## config.mk

```make
export PLATFORM = sky130hd
export DESIGN_NAME = fx_fixed_to_float_flat
export DESIGN_NICKNAME = d
export VERILOG_FILES = /design/src/rtl/fx_pkg.sv /design/src/rtl/fx_fixed_to_float_if.sv /design/src/rtl/fx_lzc32.sv /design/src/rtl/fx_fixed_to_float.sv /design/src/flat_wrapper.sv
export SDC_FILE = /design/constraint.sdc
export NUM_CORES = 1
export LEC_CHECK = 0
export CAP_MARGIN = 20
export CORE_AREA = 2 2 140 142
export CTS_CLUSTER_SIZE = 30
export DETAILED_ROUTE_END_ITERATION = 8
export DIE_AREA = 0 0 142 144
export PLACE_DENSITY_LB_ADDON = 0.05
export RECOVER_POWER = 50
export SETUP_SLACK_MARGIN = 0.05
export SLEW_MARGIN = 20
export SYNTH_ARGS = -nofsm -noshare
export SYNTH_HDL_FRONTEND = slang
export SYNTH_HIERARCHICAL = 1
export SYNTH_SLANG_ARGS = --single-unit
export TNS_END_PERCENT = 5
```

## constraint.sdc

```tcl
create_clock -name clk -period 5.35 [get_ports clk]
set_input_delay 0.535 -clock clk [delete_from_list [all_inputs] [get_ports clk]]
set_output_delay 0.535 -clock clk [all_outputs]
set_load 0.03 [all_outputs]
```

## src/rtl/fx_pkg.sv

```systemverilog
// Shared types and constants for the FX fixed-to-float front end and FX function unit.
package fx_pkg;

    localparam int FP_BIAS   = 127;
    localparam int FP_MANT_W = 23;
    localparam int FP_EXP_W  = 8;
    localparam int LATENCY   = 3;

    typedef struct packed {
        logic                 sign;
        logic [FP_EXP_W-1:0]  exp;
        logic [FP_MANT_W-1:0] mant;
    } fx_float_t;

    typedef struct packed {
        logic        valid;
        logic        sign;
        logic [4:0]  frac;
        logic [31:0] mag;
    } fx_s1_t;

    // Exponent is stored already biased; the zero flag overrides it in packing.
    typedef struct packed {
        logic                valid;
        logic                sign;
        logic                zero;
        logic [FP_EXP_W-1:0] exp;
        logic [31:0]         norm;
    } fx_s2_t;

endpackage

```

## src/rtl/fx_fixed_to_float_if.sv

```systemverilog
// Custom-instruction start/done bus between the Nios issue side and the converter.
interface fx_fixed_to_float_if;

    logic        start;
    logic [31:0] dataa;
    logic [31:0] datab;
    logic        done;
    logic [31:0] result;

    modport master (output start, dataa, datab, input done, result);
    modport slave  (input start, dataa, datab, output done, result);

endinterface

```

## src/rtl/fx_lzc32.sv

```systemverilog
// Combinational 32-bit leading-zero counter; an all-zero input reports 32.
module fx_lzc32 (
    input  logic [31:0] value,
    output logic [5:0]  count
);

    // Ascending scan so the highest set bit is the last assignment to win.
    always_comb begin
        count = 6'd32;
        for (int i = 0; i < 32; i++) begin
            if (value[i]) count = 6'(31 - i);
        end
    end

endmodule

```

## src/rtl/fx_fixed_to_float.sv

```systemverilog
// Three-stage signed fixed-point (dataa * 2^-F) to IEEE-754 single converter,
// round to nearest even, with a global clk_en stall.
module fx_fixed_to_float
    import fx_pkg::*;
(
    input  logic              clk,
    input  logic              rst,
    input  logic              clk_en,
    fx_fixed_to_float_if.slave bus
);

    fx_s1_t      s1;
    fx_s2_t      s2;
    logic        done_r;
    logic [31:0] result_r;

    logic [31:0] mag_c;
    logic        unused_datab;

    assign unused_datab = ^bus.datab[31:5];

    // Unsigned negate also maps -2^31 onto 0x80000000.
    always_comb begin
        mag_c = bus.dataa;
        if (bus.dataa[31]) mag_c = ~bus.dataa + 32'd1;
    end

    always_ff @(posedge clk or negedge rst) begin
        if (!rst) begin
            s1 <= '0;
        end else if (clk_en) begin
            s1.valid <= bus.start;
            s1.sign  <= bus.dataa[31];
            s1.frac  <= bus.datab[4:0];
            s1.mag   <= mag_c;
        end
    end

    logic [5:0]          lz;
    logic [31:0]         norm_c;
    logic [FP_EXP_W-1:0] exp_c;

    fx_lzc32 u_lzc (
        .value (s1.mag),
        .count (lz)
    );

    always_comb begin
        norm_c = s1.mag << lz[4:0];
        exp_c  = 8'(FP_BIAS + 31) - {3'd0, lz[4:0]} - {3'd0, s1.frac};
    end

    always_ff @(posedge clk or negedge rst) begin
        if (!rst) begin
            s2 <= '0;
        end else if (clk_en) begin
            s2.valid <= s1.valid;
            s2.sign  <= s1.sign;
            s2.zero  <= lz[5];
            s2.exp   <= exp_c;
            s2.norm  <= norm_c;
        end
    end

    logic [FP_MANT_W-1:0] mant;
    logic                 guard;
    logic                 sticky;
    logic                 round_up;
    logic [FP_MANT_W:0]   mant_sum;
    fx_float_t            fp_out;

    // A carry out of the mantissa leaves it all-zero and bumps the exponent.
    always_comb begin
        mant        = s2.norm[30:8];
        guard       = s2.norm[7];
        sticky      = |s2.norm[6:0];
        round_up    = guard & (sticky | mant[0]);
        mant_sum    = {1'b0, mant} + {{FP_MANT_W{1'b0}}, round_up};
        fp_out.sign = s2.sign;
        fp_out.exp  = s2.exp + {7'd0, mant_sum[FP_MANT_W]};
        fp_out.mant = mant_sum[FP_MANT_W-1:0];
        if (s2.zero) fp_out = '0;
    end

    always_ff @(posedge clk or negedge rst) begin
        if (!rst) begin
            done_r   <= 1'b0;
            result_r <= '0;
        end else if (clk_en) begin
            done_r <= s2.valid;
            if (s2.valid) result_r <= fp_out;
        end
    end

    assign bus.done   = done_r;
    assign bus.result = result_r;

endmodule

```

## src/flat_wrapper.sv

```systemverilog
// flat-port wrapper written by rule: the top's interface ports become plain ports
module fx_fixed_to_float_flat import fx_pkg::*;
  (clk, rst, clk_en, bus_start, bus_dataa, bus_datab, bus_done, bus_result);
  fx_fixed_to_float_if bus_i ();
  input  logic clk;
  input  logic rst;
  input  logic clk_en;
  input wire logic [$bits(bus_i.start)-1:0] bus_start;
  input wire logic [$bits(bus_i.dataa)-1:0] bus_dataa;
  input wire logic [$bits(bus_i.datab)-1:0] bus_datab;
  output wire logic [$bits(bus_i.done)-1:0] bus_done;
  output wire logic [$bits(bus_i.result)-1:0] bus_result;
  assign bus_i.start = bus_start;
  assign bus_i.dataa = bus_dataa;
  assign bus_i.datab = bus_datab;
  assign bus_done = bus_i.done;
  assign bus_result = bus_i.result;
  fx_fixed_to_float u_core (.clk(clk), .rst(rst), .clk_en(clk_en), .bus(bus_i));
endmodule
```

Word-level counts from Yosys, hierarchy flattened
Cells that the tools add are included.

Output and inout port bits: 33. Latch bits: 0. Register bits after elaboration: 114. Memory bits (read-only): 0. Memory bits (writable): 0. Memories: 0.

Bitwise logic cells: 3. Shift-type cells: 1. Div/mod/pow operators: 0. Add/subtract/negate cells: 5. Mux-type cells: 34. Eq/ne operators: 0. Magnitude comparators: 0. Multipliers: 0. Reductions and logical operators: 2.

Operators by type and width (number): 2-to-1 mux 6 bit (32); 2-to-1 mux 32 bit (2); adder 32 x 1 -> 32 bit (second input constant) (1); inverter 32 bit (1); left shift 32 x 5 -> 31 bit (1); adder 23 x 1 -> 24 bit (1); adder 8 x 1 -> 8 bit (1); subtractor 8 x 5 -> 8 bit (1); subtractor 8 x 5 -> 8 bit (first input constant) (1); OR reduction 7 bit (1); AND reduction 2 bit (1); AND 1 bit (1); bitwise OR 1 bit (1).

Depth between registers and ports, before layout
Gate-level depths: netlist of run 1.

Word-level depth: 34. Depth in mapped cells: 15. Gate-level depth less buffers: 13.

Modules after synthesis
Netlist of run 1, hierarchy kept.

Modules (own cells, without submodules): fx_fixed_to_float (instances 1, cells an instance 737, area an instance 7111.8 µm²); fx_lzc32 (instances 1, cells an instance 65, area an instance 367.9 µm²).

Worst setup path before layout of run 1
Ideal clock, no wire load.

Kind: flip-flop to flip-flop. Start point: register u_core/s1[3] in the netlist's numbering. End point: register u_core/s2[37] in the netlist's numbering. Cell stages (with the launch flop): 16. Setup slack: 1747 ps. Arrival: 3466 ps. Period minus slack after synthesis: 3603 ps. Library setup time: 137 ps. Buffers on the path: 2. Path through: dfrtp_1 -> nor3b_1 -> nor3_1 -> o31ai_1 -> o2111ai_1 -> a221oi_1 -> buf_6 -> buf_6 -> inv_2 -> ha_1 -> ha_1 -> fa_1 -> a21o_1 -> a21oi_1 -> xnor2_1 -> a21oi_1.

Cells in the longest elaborated chain, start to end: 31.

Ends and longest elaborated chain: from (decl) (line fx_fixed_to_float.sv:12) `fx_s1_t s1;`; 2-to-1 mux 6 bit (29 in a row) (line fx_lzc32.sv:11) `if (value[i]) count = 6'(31 - i);`; via u_core.lz[0] (line fx_fixed_to_float.sv:39) `logic [5:0] lz;`; subtractor 8 x 5 -> 8 bit (2 in a row) (line fx_fixed_to_float.sv:50) `exp_c = 8'(FP_BIAS + 31) - {3'd0, lz[4:0]} - {3'd0, s1.frac};`; to (decl) (line fx_fixed_to_float.sv:13) `fx_s2_t s2;`.

The timed path passes the listed nets, and every way through them passes these cells. A chain may end at the register's enable or synchronous reset.

Worst setup path in the final report of run 1
Start point: register u_core/s1[0] in the netlist's numbering. End point: register u_core.s2 (netlist bit u_core/mant[18]).

Cells in the longest elaborated chain, start to end: 33.

Ends and longest elaborated chain: 2-to-1 mux 6 bit (32 in a row) (line fx_lzc32.sv:11); via u_core.lz[0] (line fx_fixed_to_float.sv:39); left shift 32 x 5 -> 31 bit (line fx_fixed_to_float.sv:49) `norm_c = s1.mag << lz[4:0];`.

The timed path passes the listed nets, and every way through them passes these cells.

==> impl_metrics.toml, run 1 <==
[status]
outcome = "finished, violations left"
violations = "capacitance limit, slew limit"

[setup_path]
worst-path-stages = 11
crit_required_ns = 5.65
arrival_ns = 4.13
crit_type = "reg2reg"
crit_chain = "nor3b_1, nor3_1, o31ai_1, o2111ai_1, a221oi_4, buf_4, mux4_4, and3_1, a31oi_1, nor3_1, a211o_1"
crit_top_cell = "nor3_1"
crit_path_max_fanout = 30
critPathMaxStageDelay_ns = 0.78
cpMaxStageDelayCell = "mux4_4"
path_buf_inv = 1
endpoint_kind = "flop"
critPathTopFamily = "compound AO/OA/AOI/OAI gates"
start_kind = "flop"
worstRegToRegCells = 11

[yosys]
synth-edff-count = 0
yosysSeqAreaShare_pct = 38.1
avgSynthCellArea_sq_um = 9.33
synth_nets = 885
ys_ff_latch = 114
synth_ff_type = "dfrtp_1"
ys_warn_count = 6
syn-cell-area_sq_mm = 0.00748
yosys.cell_types.count = 69
synth_cells = 802
async_flop_share_pct = 100

[detailed_routing]
vias = 6240
drt_iter0_markers = 300
drt_pass1_iterations = 5
viasPerCell = 5.63
drc = 0
wl_um = 20000
final_antenna_net_count = 0
wl_per_cell_um = 18.1

[grt]
antenna_found_initial = 0
grt_pass1_wl_um = 32800
grt_overflow_total = 0
grt_use_total_pct = 20.4
grt_max_degree = 85
grt_pass1_vias = 6168

[run]
max_cap_violations = 1

[timing]
period_share_pct = 71.6
setup_tns_ns = 0
period_needed_ns = 3.83
slew_headroom_pct = -99.5
fin_ws_ns = 1.52
finalHoldViolations = 0
fmax_mhz = 261
drv_slew = 56
setup_viol = 0
worst_slew_pin_slew_ns = 2.99
rsz0062_at_grt = "no"
skew_ns = 0.0111

[cells_and_area]
nets = 941
diodes = 0
syn2layout_area_growth_pct = 19.7
drive_above_1_share_pct = 10.9
utilization_pct = 46.9
fill_cells = 1813

[pwr]
power.internal_mw = 2.38
p_sw_mw = 1.26
p_leak_nw = 3.60
p_seq_share_pct = 34.6
power.total_mw = 3.64
power_density_mw_per_mm2 = 407
netSwitchingFraction_pct = 34.6
clkPwrFrac_pct = 33.2
combPwrFrac_pct = 32.3
ir_worst_vdd_mv = 0.199

[die]
die_h_um = 144
die_x_um = 142
core.rowCount = 51
coreArea_sq_mm = 0.0191
ios = 101
dieArea_sq_mm = 0.0204
start_util_pct = 39.2

[worst_hold_path]
hp-class = "reg2reg"
hold_depth = 2

[cts]
h-tree-depth = 4
cts_hold_buf = 0
post_cts_buffers = 0
clk_latency_ns = 0.42
cts.sinks = 114
clk_pin_slew_ns = 0.06
tritoncts = "done"
post_cts_resized = 0
cts_made_buffers = 17
root_buffer = "clkbuf_16"
cts_buffer_depth = 2

[placed_design]
io_buffers = 73
dp_hpwl_um = 14800
gp_congestion = 0.891
pre_cts_ws_ns = 1.50
[routing by layer]
| layer | up-vias | part of all wire, % | GRT usage, % |
|---|---|---|---|
| met5 | - | 0 | 0 |
| met4 | 0 | 2.5 | 7.95 |
| met3 | 31 | 3.7 | 3.74 |
| met2 | 161 | 47 | 34.3 |
| met1 | 2984 | 46 | 26.3 |
| li1 | 3064 | - | - |
[flip-flops by register name, summed over array words and instances (netlist names)]
| register | cells |
|---|---|
| u_core/bus.done | 1 |
| u_core/s1 | 39 |
| u_core/bus.result | 32 |
| u_core/s2 | 18 |
| u_core/guard | 1 |
| u_core/mant | 23 |
[path summary, 6_finish.rpt]
kind | from | to | slack [ns]
max in group asynchronous | rst | u_core/s1[6] | 1.59
min in group asynchronous | rst | u_core/bus.result[27] | 1.08
worst min register to register | u_core/bus.result[4] | u_core/bus.result[4] | 0.48
worst max-delay path | u_core/s1[0] | u_core/mant[18] | 1.52
worst max register to register | u_core/s1[0] | u_core/mant[18] | 1.52
worst min-delay path | u_core/bus.result[4] | u_core/bus.result[4] | 0.48
[metrics by stage]
step                      std cells  cell area, sq um  hold slack, ns
after floorplan                 802              7480           0.239
after global placement         1077              8350           0.463
after detailed placement       1077              8350           0.468
after CTS                      1109              8970           0.185
after global routing           1109              8950           0.508
final                          1109              8950           0.475
[tightest hold or removal path: stages (launching register included)]
cell and delay [ns]:
dfrtp_1 0.34, nand2_1 0.04, o21ai_0 0.06
[logic make-up after synthesis]
group | share of synthesized area, %
flip-flops | 38.1
multiplexers | 13.0
XOR/XNOR | 6.91
AO/OA/AOI/OAI | 17.6
AND/OR/NAND/NOR | 16.8
buffers and inverters | 4.88
adder cells (fa/ha/maj) | 2.71
[area by class of cell]
type                       count  area [sq um]  share of cell area, %
timing repair buffer          83           786                   8.78
multi-input combinational    612          4280                   47.8
inverter                      30           113                   1.26
sequential                   114          2850                   31.9
tap                          238           298                   3.33
clock inverter                 9           154                   1.72
clock buffer                  23           468                   5.23
[power by group through the flow]
stage / Clock, mW / Combinational, mW / Sequential (mW)
3_5_place_dp: 0 / 1.18 / 1.27
2_1_floorplan: 0 / 0.616 / 1.39
3_3_place_gp: 0 / 1.17 / 1.26
4_1_cts: 1.24 / 1.18 / 1.26
6_report: 1.21 / 1.18 / 1.26
5_1_grt: 1.27 / 1.28 / 1.29
[cell usage after synthesis, types with 4 or more instances]
library cell	instances	share of area, %
nor2_1	63	3.2
o21a_1	4	0.40
o21ai_0	67	4.5
nand3_1	21	1.4
o31ai_1	17	1.7
inv_1	29	1.5
nor3b_1	4	0.40
a31oi_1	7	0.59
clkbuf_1	27	1.4
xor2_1	43	5.0
mux4_2	17	5.1
dfrtp_1	114	38
mux2_2	25	3.8
xnor2_1	16	1.9
nand2b_1	7	0.59
o41ai_1	8	0.94
o22ai_1	4	0.33
buf_6	8	1.2
or4_1	4	0.40
nor3_1	19	1.3
buf_2	4	0.27
nand4_1	10	0.84
and3_1	5	0.42
a21oi_1	53	3.5
mux2i_1	23	3.1
nand2_1	92	4.6
ha_1	13	2.2
o221ai_1	4	0.47
o2bb2ai_1	6	0.70
nor4_1	15	1.3
o211ai_1	4	0.40
[layout by cell type, fill, tap and decap left out, types with 5 or more instances in the layout]
master,synthesis,final
ha_1,13,13
mux2i_1,23,23
buf_4,3,9
mux4_2,17,17
nand4_1,10,10
and3_1,5,5
inv_1,29,29
o21ai_0,67,67
nor3_1,19,19
xnor2_1,16,16
nand3_1,21,21
o41ai_1,8,8
nor2_1,63,63
clkdlybuf4s50_1,0,69
xor2_1,43,43
mux2_2,25,25
a21oi_1,53,53
dfrtp_1,114,114
o2bb2ai_1,6,6
nand2b_1,7,7
o31ai_1,17,17
a31oi_1,7,7
nand2_1,92,92
clkbuf_16,0,17
clkbuf_1,27,6
nor4_1,15,15
(Power assumes the default switching activity.)
==> inputs of run 2 (changes only) <==
==> constraint.sdc (replaced) <==
create_clock -name clk -period 3.66 [get_ports clk]
set_input_delay 0.366 -clock clk [delete_from_list [all_inputs] [get_ports clk]]
set_output_delay 0.366 -clock clk [all_outputs]
set_load 0.03 [all_outputs]
==> impl_metrics.toml, run 2 (synthesis gave the netlist of run 1 again) <==
[status]
outcome = "finished, violations left"
violations = "capacitance limit, slew limit"

[setup_path]
endpoint_kind = "flop"
reg2reg_setup_slack_ns = 0.20
reg2reg_from = "u_core/s1[3]"
arrival_ns = 3.76
timing.rr.end = "u_core/mant[18]"
crit_type = "reg2reg"
start_kind = "flop"
crit_required_ns = 3.96
crit_path_max_fanout = 19
worstRegToRegCells = 11

[grt]
grt_max_degree = 66
grt_pass1_wl_um = 32900
grt_overflow_total = 0
grt_pass1_vias = 6242
grt_use_total_pct = 20.5
antenna_found_initial = 0

[detailed_routing]
final_antenna_net_count = 0
drt_pass1_iterations = 5
drt_iter0_markers = 378
drc = 0
wl_um = 19900
vias = 6380
wl_per_cell_um = 17.8
viasPerCell = 5.70

[die]
start_util_pct = 39.2
dieArea_sq_mm = 0.0204
die_h_um = 144
core.rowCount = 51
ios = 101
coreArea_sq_mm = 0.0191
die_x_um = 142

[placed_design]
pre_cts_ws_ns = 0.165
io_buffers = 73
dp_hpwl_um = 14800
gp_congestion = 0.888

[timing]
finalHoldViolations = 0
setup_viol = 0
setup_tns_ns = 0
period_share_pct = 94.5
fin_ws_ns = 0.202
rsz0062_at_grt = "yes"
period_needed_ns = 3.46
skew_ns = 0.00566
fmax_mhz = 289
worst_slew_pin_slew_ns = 2.95
drv_slew = 54
slew_headroom_pct = -96.6

[pwr]
p_leak_nw = 3.69
power_density_mw_per_mm2 = 600
ir_worst_vdd_mv = 0.300

[cells_and_area]
final_cell_mix = "114 x dfrtp_1, 92 x nand2_1, 69 x clkdlybuf4s50_1"
regMostFlops = "u_core/s1"
syn2layout_area_growth_pct = 22.0
diodes = 0
multiInputGateArea_sq_mm = 0.00429
mostFrequentLayoutCell = "dfrtp_1"
largest_register_ffs = 39
ff_latch_area_sq_mm = 0.00285
drive_above_1_share_pct = 12.4
fill_cells = 1788
nets = 951

[cts]
h-tree-depth = 4
clk_latency_ns = 0.42
cts_hold_buf = 0
cts.sinks = 114
clk_pin_slew_ns = 0.05
tritoncts = "done"
cts_buffer_depth = 2
cts_made_buffers = 17
root_buffer = "clkbuf_16"

[worst_hold_path]
holdCritStartpoint = "clk_en"
hp-class = "in2reg"
hold_depth = 3
hold_end = "u_core/s1[33]"

[run]
max_cap_violations = 1
[run 2: worst max path at each step]
stage,from,to,slack [ns],cells past startpoint
final,u_core/s1[3],u_core/mant[18],0.20,11
after global routing,u_core/s1[3],u_core/mant[18],0.03,11
after floorplan,u_core/s1[3],u_core/s2[37],0.06,15
after detailed placement,u_core/s1[3],u_core/mant[18],0.17,11
after CTS,u_core/s1[3],u_core/mant[18],0.17,11
after global placement,u_core/s1[3],u_core/mant[5],0.15,11
[run 2: timing repair]
item	in CTS	in global routing
endpoints found under the hold margin	0	0
endpoints found under the setup margin	0	8
resized for setup	0	3
setup buffers	0	0
[run 2: power by group]
part / switching (mW) / internal, mW
sequential: 0.288 / 1.55
clock: 0.579 / 1.30
combinational: 0.973 / 0.790
[run 2: cell type report]
| class | instances | share of cell area (%) |
|---|---|---|
| tap | 238 | 3.26 |
| sequential | 114 | 31.3 |
| inverter | 30 | 1.23 |
| multi-input combinational | 612 | 47.0 |
| timing repair buffer | 93 | 9.87 |
| clock buffer | 24 | 5.50 |
| clock inverter | 8 | 1.88 |
[run 2: per-stage QoR]
stage | utilization [%] | instance area, sq um | hold WS (ns) | total power [mW] | cells
3_5_place_dp | 44.3 | 8460 | 0.463 | 3.62 | 1087
2_1_floorplan | - | 7480 | 0.0704 | 2.93 | 802
3_3_place_gp | 44.3 | 8460 | 0.456 | 3.59 | 1087
5_1_grt | 47.8 | 9120 | 0.442 | 5.77 | 1119
6_report | 47.8 | 9120 | 0.427 | 5.48 | 1119
4_1_cts | 47.9 | 9130 | 0.0144 | 5.53 | 1119
[run 2: layer usage]
layer  wire length (um)  vias up  global-route usage [%]
met3                775       37                    3.05
li1                   -     3081                       -
met5                  0        -                       0
met1               8970     3073                    26.2
met4                613        0                    9.58
met2               9580      189                    34.3
[run 2: worst max-delay path, stage by stage (launching register included)]
cell and delay, ns:
dfrtp_1 0.46, nor3b_1 0.22, nor3_1 0.08, o31ai_1 0.30, o2111ai_2 0.23, a221oi_4 0.41, buf_12 0.22, mux4_4 0.70
and3_1 0.22, a31oi_1 0.13, nor3_1 0.06, a211o_1 0.29
